$ cat src/rtl/step_decoder.sv
// Registered 3-to-8 step decoder: binary step index in, one-hot step out held for DWELL cycles.
// Optional break-before-make gap cycle between scan steps when STEP_DECODER_GAP_EN is defined.
module step_decoder #(
   parameter int DWELL = 4
) (
   input  logic       clk,
   input  logic       rst_n,
   input  logic       in_valid,
   input  logic [2:0] in_code,
   output logic       in_ready,
   input  logic       scan,
   input  logic       clear,
   output logic [7:0] step,
   output logic       step_valid,
   output logic       wrap
);

   localparam int CNT_W = (DWELL > 1) ? $clog2(DWELL) : 1;
   localparam logic [CNT_W-1:0] CNT_RELOAD = CNT_W'(DWELL - 1);

`ifdef STEP_DECODER_GAP_EN
   typedef enum logic [1:0] {IDLE = 2'd0, HOLD = 2'd1, GAP = 2'd2} state_t;
`else
   typedef enum logic [1:0] {IDLE = 2'd0, HOLD = 2'd1} state_t;
`endif

   state_t           r_state;
   state_t           w_stateNext;
   logic [2:0]       r_code;
   logic [2:0]       w_codeNext;
   logic [2:0]       w_codeInc;
   logic [CNT_W-1:0] r_cnt;
   logic [CNT_W-1:0] w_cntNext;
   logic [7:0]       r_step;
   logic [7:0]       w_stepNext;
   logic             r_stepValid;
   logic             r_wrap;
   logic             w_wrapNext;
   logic             w_expire;

   function automatic logic [7:0] oneHot(input logic [2:0] idx);
      oneHot = 8'd1 << idx;
   endfunction

   assign w_codeInc = r_code + 3'd1;
   assign w_expire  = (r_state == HOLD) && (r_cnt == '0);

   always_ff @(posedge clk or negedge rst_n) begin
      if (!rst_n) begin
         r_state <= IDLE;
      end else begin
         r_state <= w_stateNext;
      end
   end

   always_comb begin
      w_stateNext = r_state;
      if (clear) begin
         w_stateNext = IDLE;
      end else begin
         case (r_state)
            IDLE: begin
               if (in_valid) begin
                  w_stateNext = HOLD;
               end
            end
            HOLD: begin
               if (w_expire) begin
`ifdef STEP_DECODER_GAP_EN
                  w_stateNext = scan ? GAP : IDLE;
`else
                  w_stateNext = scan ? HOLD : IDLE;
`endif
               end
            end
`ifdef STEP_DECODER_GAP_EN
            GAP: begin
               w_stateNext = HOLD;
            end
`endif
            default: begin
               w_stateNext = IDLE;
            end
         endcase
      end
   end

   // scan is only looked at on the expiry cycle, so mid-dwell toggles are harmless
   always_comb begin
      w_codeNext = r_code;
      w_cntNext  = r_cnt;
      w_stepNext = r_step;
      w_wrapNext = 1'b0;
      if (clear) begin
         w_cntNext  = '0;
         w_stepNext = '0;
      end else begin
         case (r_state)
            IDLE: begin
               if (in_valid) begin
                  w_codeNext = in_code;
                  w_stepNext = oneHot(in_code);
                  w_cntNext  = CNT_RELOAD;
               end
            end
            HOLD: begin
               if (r_cnt != '0) begin
                  w_cntNext = r_cnt - CNT_W'(1);
               end else if (scan) begin
                  w_codeNext = w_codeInc;
                  w_cntNext  = CNT_RELOAD;
`ifdef STEP_DECODER_GAP_EN
                  w_stepNext = '0;
`else
                  w_stepNext = oneHot(w_codeInc);
                  w_wrapNext = (r_code == 3'd7);
`endif
               end else begin
                  w_stepNext = '0;
               end
            end
`ifdef STEP_DECODER_GAP_EN
            // code already advanced on the way in, so code 0 here means we came from 7
            GAP: begin
               w_stepNext = oneHot(r_code);
               w_wrapNext = (r_code == 3'd0);
            end
`endif
            default: begin
               w_stepNext = '0;
            end
         endcase
      end
   end

   always_ff @(posedge clk or negedge rst_n) begin
      if (!rst_n) begin
         r_code      <= 3'd0;
         r_cnt       <= '0;
         r_step      <= 8'd0;
         r_stepValid <= 1'b0;
         r_wrap      <= 1'b0;
      end else begin
         r_code      <= w_codeNext;
         r_cnt       <= w_cntNext;
         r_step      <= w_stepNext;
         r_stepValid <= (w_stepNext != 8'd0);
         r_wrap      <= w_wrapNext;
      end
   end

   always_comb begin
      in_ready   = (r_state == IDLE);
      step       = r_step;
      step_valid = r_stepValid;
      wrap       = r_wrap;
   end

`ifndef SYNTHESIS
   a_stepOneHot : assert property (@(posedge clk) disable iff (!rst_n) $onehot0(step));
   a_validMatch : assert property (@(posedge clk) disable iff (!rst_n) step_valid == (step != 8'd0));
   a_holdStep   : assert property (@(posedge clk) disable iff (!rst_n)
                                   (r_state == HOLD) |-> (step == oneHot(r_code)));
`endif

endmodule

$ cat config.mk
export PLATFORM = sky130hd
export DESIGN_NAME = step_decoder
export DESIGN_NICKNAME = d
export VERILOG_FILES = /design/src/rtl/step_decoder.sv
export SDC_FILE = /design/constraint.sdc
export NUM_CORES = 1
export LEC_CHECK = 0
export BUFFER_PORTS_ARGS = -buffer_cell sky130_fd_sc_hd__buf_2
export CORE_MARGIN = 5
export CORE_UTILIZATION = 50
export DETAILED_ROUTE_END_ITERATION = 12
export HOLD_SLACK_MARGIN = 0.08
export PLACE_DENSITY = 0.79
export SLEW_MARGIN = 0
export SYNTH_ARGS = -nofsm -noshare
export SYNTH_HDL_FRONTEND = slang
export SYNTH_SLANG_ARGS = --single-unit
$ cat constraint.sdc
create_clock -name clk -period 2 [get_ports clk]
set_input_delay 0.4 -clock clk [delete_from_list [all_inputs] [get_ports clk]]
set_output_delay 0.4 -clock clk [all_outputs]
set_load 0.005 [all_outputs]
==> summary.json <==
{
  "tritoncts_clock_tree": {"value": "yes"},
  "insertedDiodeCount": {"value": 0},
  "cpPeakStageDelay": {"value": 430, "unit": "ps"},
  "fin_tns_setup": {"value": 0, "unit": "ps"},
  "yosys_warnings": {"value": 0},
  "finalCritPeriodShare": {"value": 92.0, "unit": "%"},
  "synth-edff-count": {"value": 0},
  "post_route_cells_drive_above_1_share": {"value": 22.8, "unit": "%"},
  "power.density": {"value": 823, "unit": "mW/mm^2"},
  "critical_path_fanout_max": {"value": 9},
  "drt_pre_antenna_iters": {"value": 4},
  "detailedPlacementHpwl": {"value": 1810, "unit": "um"},
  "layout.cells.most_common": {"value": "sky130_fd_sc_hd__buf_2"},
  "syn_to_final_growth": {"value": 10.4, "unit": "%"},
  "grt.total_usage": {"value": 17.0, "unit": "%"},
  "synth_fp_nets": {"value": 137},
  "rsz0062_at_grt": {"value": "no"},
  "clock_slew_seen_by_the_registers_of_the_worst_setup_and_hold_paths": {"value": 90, "unit": "ps"},
  "slew_violations": {"value": 0},
  "floorplan.core_area": {"value": 0.00217, "unit": "mm^2"},
  "ys_ff_latch": {"value": 16},
  "async_reset_ff_share": {"value": 100, "unit": "%"},
  "io_pins": {"value": 19},
  "critical_path_arrival": {"value": 1990, "unit": "ps"},
  "cts_htree_levels": {"value": 1},
  "finalClockSkew": {"value": 2.05, "unit": "ps"},
  "post_synth_instance_area": {"value": 0.00111, "unit": "mm^2"},
  "critical-path-top-cell-by-count": {"value": "sky130_fd_sc_hd__ha_1"},
  "clock.fmax": {"value": 543, "unit": "MHz"},
  "floorplan.die.height": {"value": 57.1, "unit": "um"},
  "die_w": {"value": 57.1, "unit": "um"},
  "std_cell_rows": {"value": 17},
  "final_hold_violation_count": {"value": 0},
  "syn-mean-instance-area": {"value": 9.09, "unit": "um^2"},
  "antenna_violations_before_repair": {"value": 0},
  "grt_pass1_wl": {"value": 4350, "unit": "um"},
  "cp_data_required_time": {"value": 2150, "unit": "ps"},
  "max_slew.worst_pin.slew": {"value": 446, "unit": "ps"},
  "first_global_vias": {"value": 948},
  "viasPerCell": {"value": 5.85},
  "clock_insertion_delay_worst_skew": {"value": 280, "unit": "ps"},
  "dieArea": {"value": 0.00326, "unit": "mm^2"},
  "cts.sinks": {"value": 16},
  "netlist_instances": {"value": 122},
  "placed_cells": {"value": 160},
  "setup.worst_path.class": {"value": "register to register"},
  "drt_first_iter_violations": {"value": 26},
  "vdd_drop_max": {"value": 0.542, "unit": "mV"},
  "cp_buf_inv_count": {"value": 0},
  "power_leakage": {"value": 0.548, "unit": "nW"},
  "grt_remaining_overflow": {"value": 0},
  "remaining_drc_errors": {"value": 0},
  "routed_wl": {"value": 2510, "unit": "um"},
  "fin_cells": {"value": 164},
  "layout.nets": {"value": 153},
  "report.power.total": {"value": 1.01, "unit": "mW"},
  "cell_with_the_largest_stage_delay_on_the_worst_path": {"value": "sky130_fd_sc_hd__dfrtp_1"},
  "synth.lib_cells_used.distinct": {"value": 30},
  "numPortBuffers": {"value": 18},
  "final_core_utilization": {"value": 56.4, "unit": "%"},
  "cap_violations": {"value": 0},
  "route.vias.total": {"value": 959},
  "startpoint_class": {"value": "register"},
  "ant_nets": {"value": 0},
  "critical_path_sink_type": {"value": "register"},
  "synth-seq-area-share": {"value": 36.1, "unit": "%"},
  "maxSlewHeadroom": {"value": 70.2, "unit": "%"},
  "most_frequent_cells_in_the_layout": {"value": "18 x sky130_fd_sc_hd__buf_2, 15 x sky130_fd_sc_hd__dfrtp_1, 12 x sky130_fd_sc_hd__nand2_1, 12 x sky130_fd_sc_hd__nor2_1, 11 x sky130_fd_sc_hd__nand2b_1"},
  "effective_utilization_at_floorplan": {"value": 51.1, "unit": "%"},
  "tritoncts.num_buffers": {"value": 3},
  "finalWorstPathRequiredPeriod": {"value": 1840, "unit": "ps"},
  "grt_max_degree": {"value": 27},
  "dominantRegCellSynth": {"value": "sky130_fd_sc_hd__dfrtp_1"},
  "routabilityCongestion": {"value": 0.956},
  "finalSetupViolCount": {"value": 0},
  "timing.hold.worst.class": {"value": "primary input to register"},
  "status": {"value": "finished, final reports clean"},
  "timing.critical_path.max_delay_family": {"value": "adder cells"},
  "cts.root.buffer_cell": {"value": "sky130_fd_sc_hd__clkbuf_4"},
  "clock_path_buffers": {"value": 2},
  "crit_path_cell_trace": {"value": "ha_1 > ha_1 > nand4b_1 > nand3_1 > a22oi_2 > a41oi_2"},
  "wire_length_per_cell_after_detailed_routing": {"value": 15.3, "unit": "um"}
}
==> state kept, by name, summed over array words and instances (netlist names) <==
name and cells:
r_code 3, r_cnt 2, r_state 1, wrap 1, step 8, step_valid 1
==> cell families after synthesis <==
kind of cell	share of synthesized area (%)
AND/OR/NAND/NOR	27.9
AO/OA/AOI/OAI	19.0
flip-flops	36.1
buffers and inverters	6.55
adder cells (fa/ha/maj)	7.90
multiplexers	1.81
XOR/XNOR	0.790
==> layout make-up <==
class | instances | area, um^2
fill | 209 | 946
multi-input combinational | 91 | 638
sequential | 16 | 402
timing repair buffer | 19 | 100
tap | 28 | 35.0
inverter | 7 | 26.3
clock buffer | 3 | 22.5
==> power by group <==
part           internal, mW  leakage [nW]  switching, mW
Combinational         0.184         0.331          0.221
Sequential            0.372         0.204         0.0624
Clock                0.0698        0.0138         0.0981
Total                 0.626         0.548          0.382
==> cell usage after synthesis, drive strengths merged, types with 3 or more instances <==
master,n,area (um^2)
dfrtp,16,400
nand2,12,45.0
nor2,12,45.0
nand2b,11,68.8
nand3,9,45.0
ha,7,87.6
inv,7,26.3
a221o,6,60.1
buf,6,38.8
a22oi,4,50.1
nand4,4,25.0
nand4b,4,35.0
a21oi,3,18.8
nor2b,3,26.3
==> metrics by stage <==
stage | setup slack (ps) | hold slack, ps | cell area [um^2]
after floorplan | 358 | 104 | 1110
after global placement | 219 | 337 | 1190
after detailed placement | 157 | 341 | 1190
after CTS | 83.6 | 427 | 1220
after global routing | 65.0 | 467 | 1220
final | 160 | 444 | 1220
==> path summary, 6_finish.rpt <==
check,start,end,slack (ps),cells past startpoint
max,r_code[0],step_valid,160,6
min,in_code[0],r_code[0],440,3
max reg2reg,r_code[0],step_valid,160,6
min reg2reg,r_code[2],r_code[2],560,2
max in group asynchronous,rst_n,r_state[0],1170,2
min in group asynchronous,rst_n,step[2],550,2
==> layer usage <==
layer  up-vias  part of all wire, %  GRT usage (%)
met5         -                    0              0
li1        464                    -              -
met2        27                   49           26.9
met1       464                   45           22.2
met3         4                  4.9           3.39
met4         0                 0.88           7.95
==> worst reg2reg max path: stages, from the launching register on <==
cell and delay (ps):
sky130_fd_sc_hd__dfrtp_1 430, sky130_fd_sc_hd__ha_1 220, sky130_fd_sc_hd__ha_1 400, sky130_fd_sc_hd__nand4b_1 140
sky130_fd_sc_hd__nand3_1 110, sky130_fd_sc_hd__a22oi_2 270, sky130_fd_sc_hd__a41oi_2 150
==> timing repair <==
item,in CTS,in global routing
gates resized for setup,0,2
setup endpoints to repair,0,2
hold endpoints to repair,16,0
buffers inserted,0,0
hold buffers,1,0
Power figures use the tool's default switching activity.
